==> config.mk <==
export PLATFORM = sky130hd
export DESIGN_NAME = chrono_ctrl
export DESIGN_NICKNAME = d
export VERILOG_FILES = /design/src/rtl/chrono_pkg.sv /design/src/rtl/btn_edge.sv /design/src/rtl/chrono_ctrl.sv
export SDC_FILE = /design/constraint.sdc
export NUM_CORES = 1
export LEC_CHECK = 0
export ABC_AREA = 1
export CAP_MARGIN = 10
export CORE_UTILIZATION = 48
export DETAILED_ROUTE_END_ITERATION = 8
export PLACE_DENSITY = 0.89
export RECOVER_POWER = 25
export SYNTH_ARGS = -nofsm -noshare
export SYNTH_HDL_FRONTEND = slang
export SYNTH_SLANG_ARGS = --single-unit
==> constraint.sdc <==
create_clock -name clk -period 2 [get_ports clk]
set_input_delay 0.4 -clock clk [delete_from_list [all_inputs] [get_ports clk]]
set_output_delay 0.4 -clock clk [all_outputs]
set_load 0.005 [all_outputs]
==> src/rtl/chrono_pkg.sv <==
// Shared definitions for the stopwatch controller.
//   DEPTH_DEF : default number of lap/record slots
//   AW_DEF    : default register-file address width
//   state_t   : controller FSM state encoding
package chrono_pkg;

    localparam int unsigned DEPTH_DEF = 16;
    localparam int unsigned AW_DEF    = 4;

    typedef enum logic [1:0] {
        StIdle    = 2'd0,
        StRunning = 2'd1,
        StPaused  = 2'd2,
        StStopped = 2'd3
    } state_t;

endpackage

==> src/rtl/btn_edge.sv <==
// One-bit rising-edge detector for a debounced button level.
//   clk     : system clock
//   reset   : synchronous, active-high reset (clears the history bit)
//   i_level : debounced button level
//   o_edge  : high for the single cycle where the level rises
module btn_edge (
    input  logic clk,
    input  logic reset,
    input  logic i_level,
    output logic o_edge
);

    logic r_prev;

    always_ff @(posedge clk) begin
        if (reset) begin
            r_prev <= 1'b0;
        end else begin
            r_prev <= i_level;
        end
    end

    assign o_edge = i_level & ~r_prev;

endmodule

==> src/rtl/chrono_ctrl.sv <==
// Stopwatch controller: button edge detection, run/pause/stop FSM, lap recording
// into an external register file and recall address selection.
//   clk, reset          : clock, synchronous active-high reset
//   btn_start_stop      : start/stop request (level)
//   btn_pause           : pause/resume request (level)
//   btn_lap             : record lap, or step recall pointer when stopped (level)
//   recall_mode         : 1 = read address comes from reg_address
//   reg_address         : user-selected recall slot
//   run_en              : timer count enable
//   timer_clear         : one-cycle timer clear pulse
//   rf_we/rf_waddr      : register-file write strobe and address
//   rf_raddr            : register-file read address
//   show_live           : 1 = display live timer, 0 = display recalled slot
//   lap_count           : slots written since last start
//   full                : lap_count == DEPTH
//   addr_exceed         : recall_mode and reg_address >= lap_count
module chrono_ctrl
    import chrono_pkg::*;
#(
    parameter int unsigned DEPTH = DEPTH_DEF,
    parameter int unsigned AW    = AW_DEF
) (
    input  logic          clk,
    input  logic          reset,
    input  logic          btn_start_stop,
    input  logic          btn_pause,
    input  logic          btn_lap,
    input  logic          recall_mode,
    input  logic [AW-1:0] reg_address,
    output logic          run_en,
    output logic          timer_clear,
    output logic          rf_we,
    output logic [AW-1:0] rf_waddr,
    output logic [AW-1:0] rf_raddr,
    output logic          show_live,
    output logic [AW:0]   lap_count,
    output logic          full,
    output logic          addr_exceed
);

    localparam logic [AW:0]   DEPTH_CNT = (AW+1)'(DEPTH);
    localparam logic [AW:0]   CNT_ONE   = (AW+1)'(1);
    localparam logic [AW-1:0] PTR_ONE   = AW'(1);

    logic w_edge_ss;
    logic w_edge_pa;
    logic w_edge_lp;
    logic w_ev_ss;
    logic w_ev_pa;
    logic w_ev_lp;

    state_t        r_state;
    state_t        w_state_next;
    logic [AW:0]   r_lap_count;
    logic [AW:0]   w_lap_count_next;
    logic [AW-1:0] r_disp_ptr;
    logic [AW-1:0] w_disp_ptr_next;
    logic          w_timer_clear;
    logic          w_record;
    logic          w_write;
    logic          w_full;

    btn_edge u_edge_ss (
        .clk     (clk),
        .reset   (reset),
        .i_level (btn_start_stop),
        .o_edge  (w_edge_ss)
    );

    btn_edge u_edge_pa (
        .clk     (clk),
        .reset   (reset),
        .i_level (btn_pause),
        .o_edge  (w_edge_pa)
    );

    btn_edge u_edge_lp (
        .clk     (clk),
        .reset   (reset),
        .i_level (btn_lap),
        .o_edge  (w_edge_lp)
    );

    // Priority start_stop > pause > lap; lower-priority edges in the same cycle are dropped.
    // Events are masked during reset so no strobe escapes while the FSM is being cleared.
    assign w_ev_ss = w_edge_ss & ~reset;
    assign w_ev_pa = w_edge_pa & ~w_edge_ss & ~reset;
    assign w_ev_lp = w_edge_lp & ~w_edge_ss & ~w_edge_pa & ~reset;

    assign w_full = (r_lap_count == DEPTH_CNT);

    always_comb begin
        w_state_next     = r_state;
        w_lap_count_next = r_lap_count;
        w_disp_ptr_next  = r_disp_ptr;
        w_timer_clear    = 1'b0;
        w_record         = 1'b0;

        unique case (r_state)
            StIdle, StStopped: begin
                if (w_ev_ss) begin
                    // Clear is issued now; run_en only starts once the state is RUNNING.
                    w_timer_clear    = 1'b1;
                    w_state_next     = StRunning;
                    w_lap_count_next = '0;
                    w_disp_ptr_next  = '0;
                end else if (w_ev_lp && (r_state == StStopped) && (r_lap_count != '0)) begin
                    if ({1'b0, r_disp_ptr} == (r_lap_count - CNT_ONE)) begin
                        w_disp_ptr_next = '0;
                    end else begin
                        w_disp_ptr_next = r_disp_ptr + PTR_ONE;
                    end
                end
            end
            StRunning, StPaused: begin
                if (w_ev_ss) begin
                    w_record     = 1'b1;
                    w_state_next = StStopped;
                end else if (w_ev_pa) begin
                    w_state_next = (r_state == StRunning) ? StPaused : StRunning;
                end else if (w_ev_lp) begin
                    w_record = 1'b1;
                end
            end
            default: begin
                w_state_next = StIdle;
            end
        endcase

        // A record request on a full file is silently discarded.
        w_write = w_record & ~w_full;
        if (w_write) begin
            w_lap_count_next = r_lap_count + CNT_ONE;
        end
    end

    always_ff @(posedge clk) begin
        if (reset) begin
            r_state     <= StIdle;
            r_lap_count <= '0;
            r_disp_ptr  <= '0;
        end else begin
            r_state     <= w_state_next;
            r_lap_count <= w_lap_count_next;
            r_disp_ptr  <= w_disp_ptr_next;
        end
    end

    assign run_en      = (r_state == StRunning);
    assign show_live   = (r_state == StRunning) || (r_state == StPaused);
    assign timer_clear = w_timer_clear;
    assign rf_we       = w_write;
    assign rf_waddr    = r_lap_count[AW-1:0];
    assign rf_raddr    = recall_mode ? reg_address : r_disp_ptr;
    assign lap_count   = r_lap_count;
    assign full        = w_full;
    assign addr_exceed = recall_mode & ({1'b0, reg_address} >= r_lap_count);

endmodule

Word level (Yosys, flattened, before mapping)
Cells that the tools add are included.
Storage, ports and cells
  register bits after elaboration: 14
  bits of input ports: 10
  word-level logic and storage cells: 66
Cells by class
  magnitude comparators: 1
  reductions and logical operators: 13
  add/subtract/negate cells: 3
  eq/ne operators: 7
  muxes and demuxes: 18
  bitwise gates (word level): 18
Operators with widths (count)
  $mux 4: 4
  $mux 5: 3
  $and 1x1->1: 11
  $mux 2: 4
  $not 1->1: 7
  $mux 1: 6
  $reduce_and 2->1: 3
  $reduce_bool 2->1: 3
  $add 5x1->5 const B: 1
  $eq 4x5->1: 1
  $eq 5x5->1 const B: 1
  $ge 4x5->1: 1
  $reduce_bool 5->1: 1
  $sub 5x1->5 const B: 1
  $add 4x1->4 const B: 1
  $eq 2x2->1 const B: 2
  $pmux 2 s2: 1
  $reduce_or 2->1: 2
  $ne 3x3->1 const B: 1
  $eq 2x1->1 const B: 1
  $logic_and 1x1->1: 2
  $logic_not 2->1: 1
  $ne 2x2->1 const B: 1
  $logic_or 1x1->1: 1

Logic depth before layout (Yosys ltp)
  depth in word-level cells: 13
  mapped depth: 11
  depth with buffers taken out: 11

Modules after synthesis
From an unflattened synthesis, not the netlist that was laid out.
Second synthesis, totals
  cell total of the unflattened synthesis: 170
  area total of the unflattened synthesis: 1098.6 sq um
Modules (own cells, without submodules)
  chrono_ctrl: seq. area each 220.2 sq um, times used 1, cells an instance 158, area an instance 1004.7 sq um
  btn_edge: seq. area each 20.0 sq um, times used 3, cells an instance 4, area an instance 31.3 sq um

Worst setup path after synthesis
Ideal clock, no wire load.
  path type: register to output
  start point: register r_lap_count[2], in the netlist lap_count[2]
  end point: output addr_exceed
  arrival: 1.228 ns
  data required time: 1.600 ns
  slack: 0.372 ns
  stages on the path, launching flop included: 8
  cells stage by stage: dfxtp_1 -> buf_2 -> inv_1 -> ha_1 -> inv_1 -> o21bai_1 -> a21oi_1 -> nor3_1
On the way
  longest elaborated chain between the ends: 2
RTL lines
  start, declared: RTL line chrono_ctrl.sv:54  | logic [AW:0] r_lap_count;
  start signal, assigned: RTL line chrono_ctrl.sv:144  | r_lap_count <= w_lap_count_next;
  $ge 4x5->1: RTL line chrono_ctrl.sv:157  | assign addr_exceed = recall_mode & ({1'b0, reg_address} >= r_lap_count);
  $and 1x1->1: RTL line chrono_ctrl.sv:157
  end, declared: RTL line chrono_ctrl.sv:38  | output logic addr_exceed
Every way passes these cells.

Final worst setup path
  start point: register r_lap_count[0], in the netlist lap_count[0]
  end point: output addr_exceed
Same word-level chain as after synthesis.

==> results_dict.tcl <==
set metrics [dict create \
    grtUsageTotal_pct 26.1 \
    yosys_register_bits 14 \
    leakage_nw 0.805 \
    n_antenna_cell 0 \
    drt_iter0_markers 21 \
    fp.dieW_um 49.7 \
    ir_drop_mv 0.495 \
    mostFrequentLayoutCell "nand2_1" \
    powerDensity_mw_per_mm2 418 \
    dieHeight_um 49.7 \
    critPathCaptureType "output port" \
    layout.cells.non_filler 245 \
    status "complete, but fails checks" \
    layout-drive-gt1-share_pct 25.2 \
    portBuffers 28 \
    syn_area_per_cell_um2 6.58 \
    finalMaxSlewViolations 0 \
    dpl.hpwl_mm 2.19 \
    start_util_pct 53.5 \
    antenna_found_initial 0 \
    fin_ws_ns -0.0617 \
    ys_types 25 \
    die_area_mm2 0.00247 \
    worstSetupPathType "register to output port" \
    h-tree-depth 1 \
    syn_nets 186 \
    min_period_over_period_pct 103 \
    clock_latency_ns 0.28 \
    finalCriticalPeriod_ns 2.06 \
    wl_per_cell_um 12.0 \
    hold-worst-slack_ns 0.375 \
    worst_slew_pin_slew_ns 0.376 \
    synth_warnings 0 \
    drv_cap 0 \
    hold_buffers 0 \
    drcViolationCount 0 \
    clock_skew_ns 0.00230 \
    gr-total-overflow 0 \
    first_global_vias 1237 \
    cts.sinks 14 \
    place_congestion 0.820 \
    layout.nets 240 \
    io_pins 29 \
    rsz0062_at_grt "yes" \
    fmax_mhz 485 \
    violations "negative setup slack" \
    clk_path_buf_depth 2 \
    drtAntennaViolNets 0 \
    via_per_inst 5.25 \
    synth_seq_area_share_pct 25.7 \
    maxSlewHeadroom_pct 75.0 \
    cts_tree "done" \
    core_area_mm2 0.00204 \
    first_pass_iters 4 \
    min_path_type "input pin to register" \
    cts_made_buffers 3 \
    vias 1287 \
    worst-path-max-fanout 2 \
    final_cell_mix "nand2_1, buf_4, inv_1" \
    synthCells 166 \
    hold_violations 0 \
    synthesis.area_mm2 0.00109 \
    fp-row-count 16 \
    grt_max_degree 11 \
    clk_pin_slew_ns 0.08 \
    grt_pass1_wl_mm 4.95 \
    required_ns 1.60 \
    setup_viol 2 \
    critPathLaunchType "register" \
    root_buffer "clkbuf_4" \
    arrival_ns 1.66 \
    area_delta_synth_final_pct 50.1 \
    routed_wl_mm 2.95 \
    dp.cells 236 \
]
-- path summary, 6_finish.rpt --
check,start,to,slack [ns],cells after the start
hold / removal,btn_start_stop,u_edge_ss.r_prev,0.37,3
setup reg to reg,lap_count[0],lap_count[3],0.42,11
hold reg to reg,r_disp_ptr[3],r_disp_ptr[3],0.55,2
setup / recovery,lap_count[0],addr_exceed,-0.06,9
-- per-stage QoR --
stage | setup TNS, ns | utilization, % | instance area [um^2] | total power [W] | setup WS (ns)
floorplan | 0 | - | 1090 | 0.000399 | 0.372
global placement | -1.42 | 74.8 | 1530 | 0.000498 | -0.521
detailed placement | -1.71 | 74.8 | 1530 | 0.000507 | -0.651
CTS | -0.0949 | 79.2 | 1620 | 0.000678 | -0.0949
global route | -0.267 | 80.3 | 1640 | 0.000722 | -0.164
finish | -0.0720 | 80.3 | 1640 | 0.000686 | -0.0617
-- power by group --
group          leakage, nW  internal, W  switching (W)
logic                0.677     0.000118       0.000109
clock network       0.0138    0.0000700      0.0000917
registers            0.115     0.000289     0.00000760
total                0.805     0.000477       0.000208
-- Yosys cell counts --
library cell,n,area (um^2)
clkbuf_1,1,3.75
xor2_1,3,26.3
nor2_1,13,48.8
o211ai_1,1,7.51
or2_2,1,6.26
nor2_2,1,6.26
nand3_1,17,85.1
nand2_2,1,6.26
clkinv_4,1,8.76
inv_1,27,101
buf_4,4,30.0
nand4_1,3,18.8
buf_2,2,10.0
nor2_4,2,22.5
nand2_4,1,11.3
a31oi_1,1,6.26
a21oi_2,4,35.0
dfxtp_1,14,280
o21ai_0,3,15.0
o21bai_1,2,15.0
nand2_1,42,158
ha_1,10,125
nand3_2,1,10.0
a21oi_1,8,40.0
nor3_1,3,15.0
-- worst max-delay path, cell delays in order (launching register included) --
cell and delay [ns]:
dfxtp_2 0.33, buf_6 0.12, ha_4 0.25, inv_2 0.03
nand2_2 0.06, a21oi_2 0.06, o21bai_1 0.13, a21oi_1 0.08
nor3_1 0.16, buf_2 0.16
-- logic make-up after synthesis --
family          count (synthesis)  synth area share, %
flops                          14                 25.7
xor+xnor                        3                 2.41
buf+inv                        35                 14.1
fa+ha+maj                      10                 11.5
compound gates                 19                 10.9
simple gates                   85                 35.5
-- area by class of cell --
type                       instances  area [um^2]
multi-input combinational        117          712
timing repair buffer              56          479
fill                             145          403
sequential                        14          282
inverter                          28          110
tap                               27         33.8
clock buffer                       3         22.5
-- registers in the layout, indices dropped and copies added (netlist names) --
| signal | cells |
|---|---|
| u_edge_pa.r_prev | 1 |
| u_edge_ss.r_prev | 1 |
| lap_count | 5 |
| r_disp_ptr | 4 |
| u_edge_lp.r_prev | 1 |
| r_state | 2 |
-- per-layer routing --
| metal | vias to the layer above | wire, um | track usage [%] | part of all wire [%] |
|---|---|---|---|---|
| met5 | - | 0 | 0 | 0 |
| met4 | 0 | 87 | 13.8 | 2.9 |
| met3 | 11 | 138 | 3.09 | 4.7 |
| met2 | 58 | 1520 | 49.8 | 52 |
| met1 | 590 | 1200 | 27.4 | 41 |
| li1 | 628 | - | - | - |
-- what timing repair did --
| action | CTS | global route |
|---|---|---|
| pin swaps | 10 | 7 |
| endpoints found under the setup margin | 9 | 4 |
| resized for setup | 28 | 5 |
| cloned | 0 | 0 |
| setup buffers | 5 | 1 |
Power figures use the tool's default switching activity.
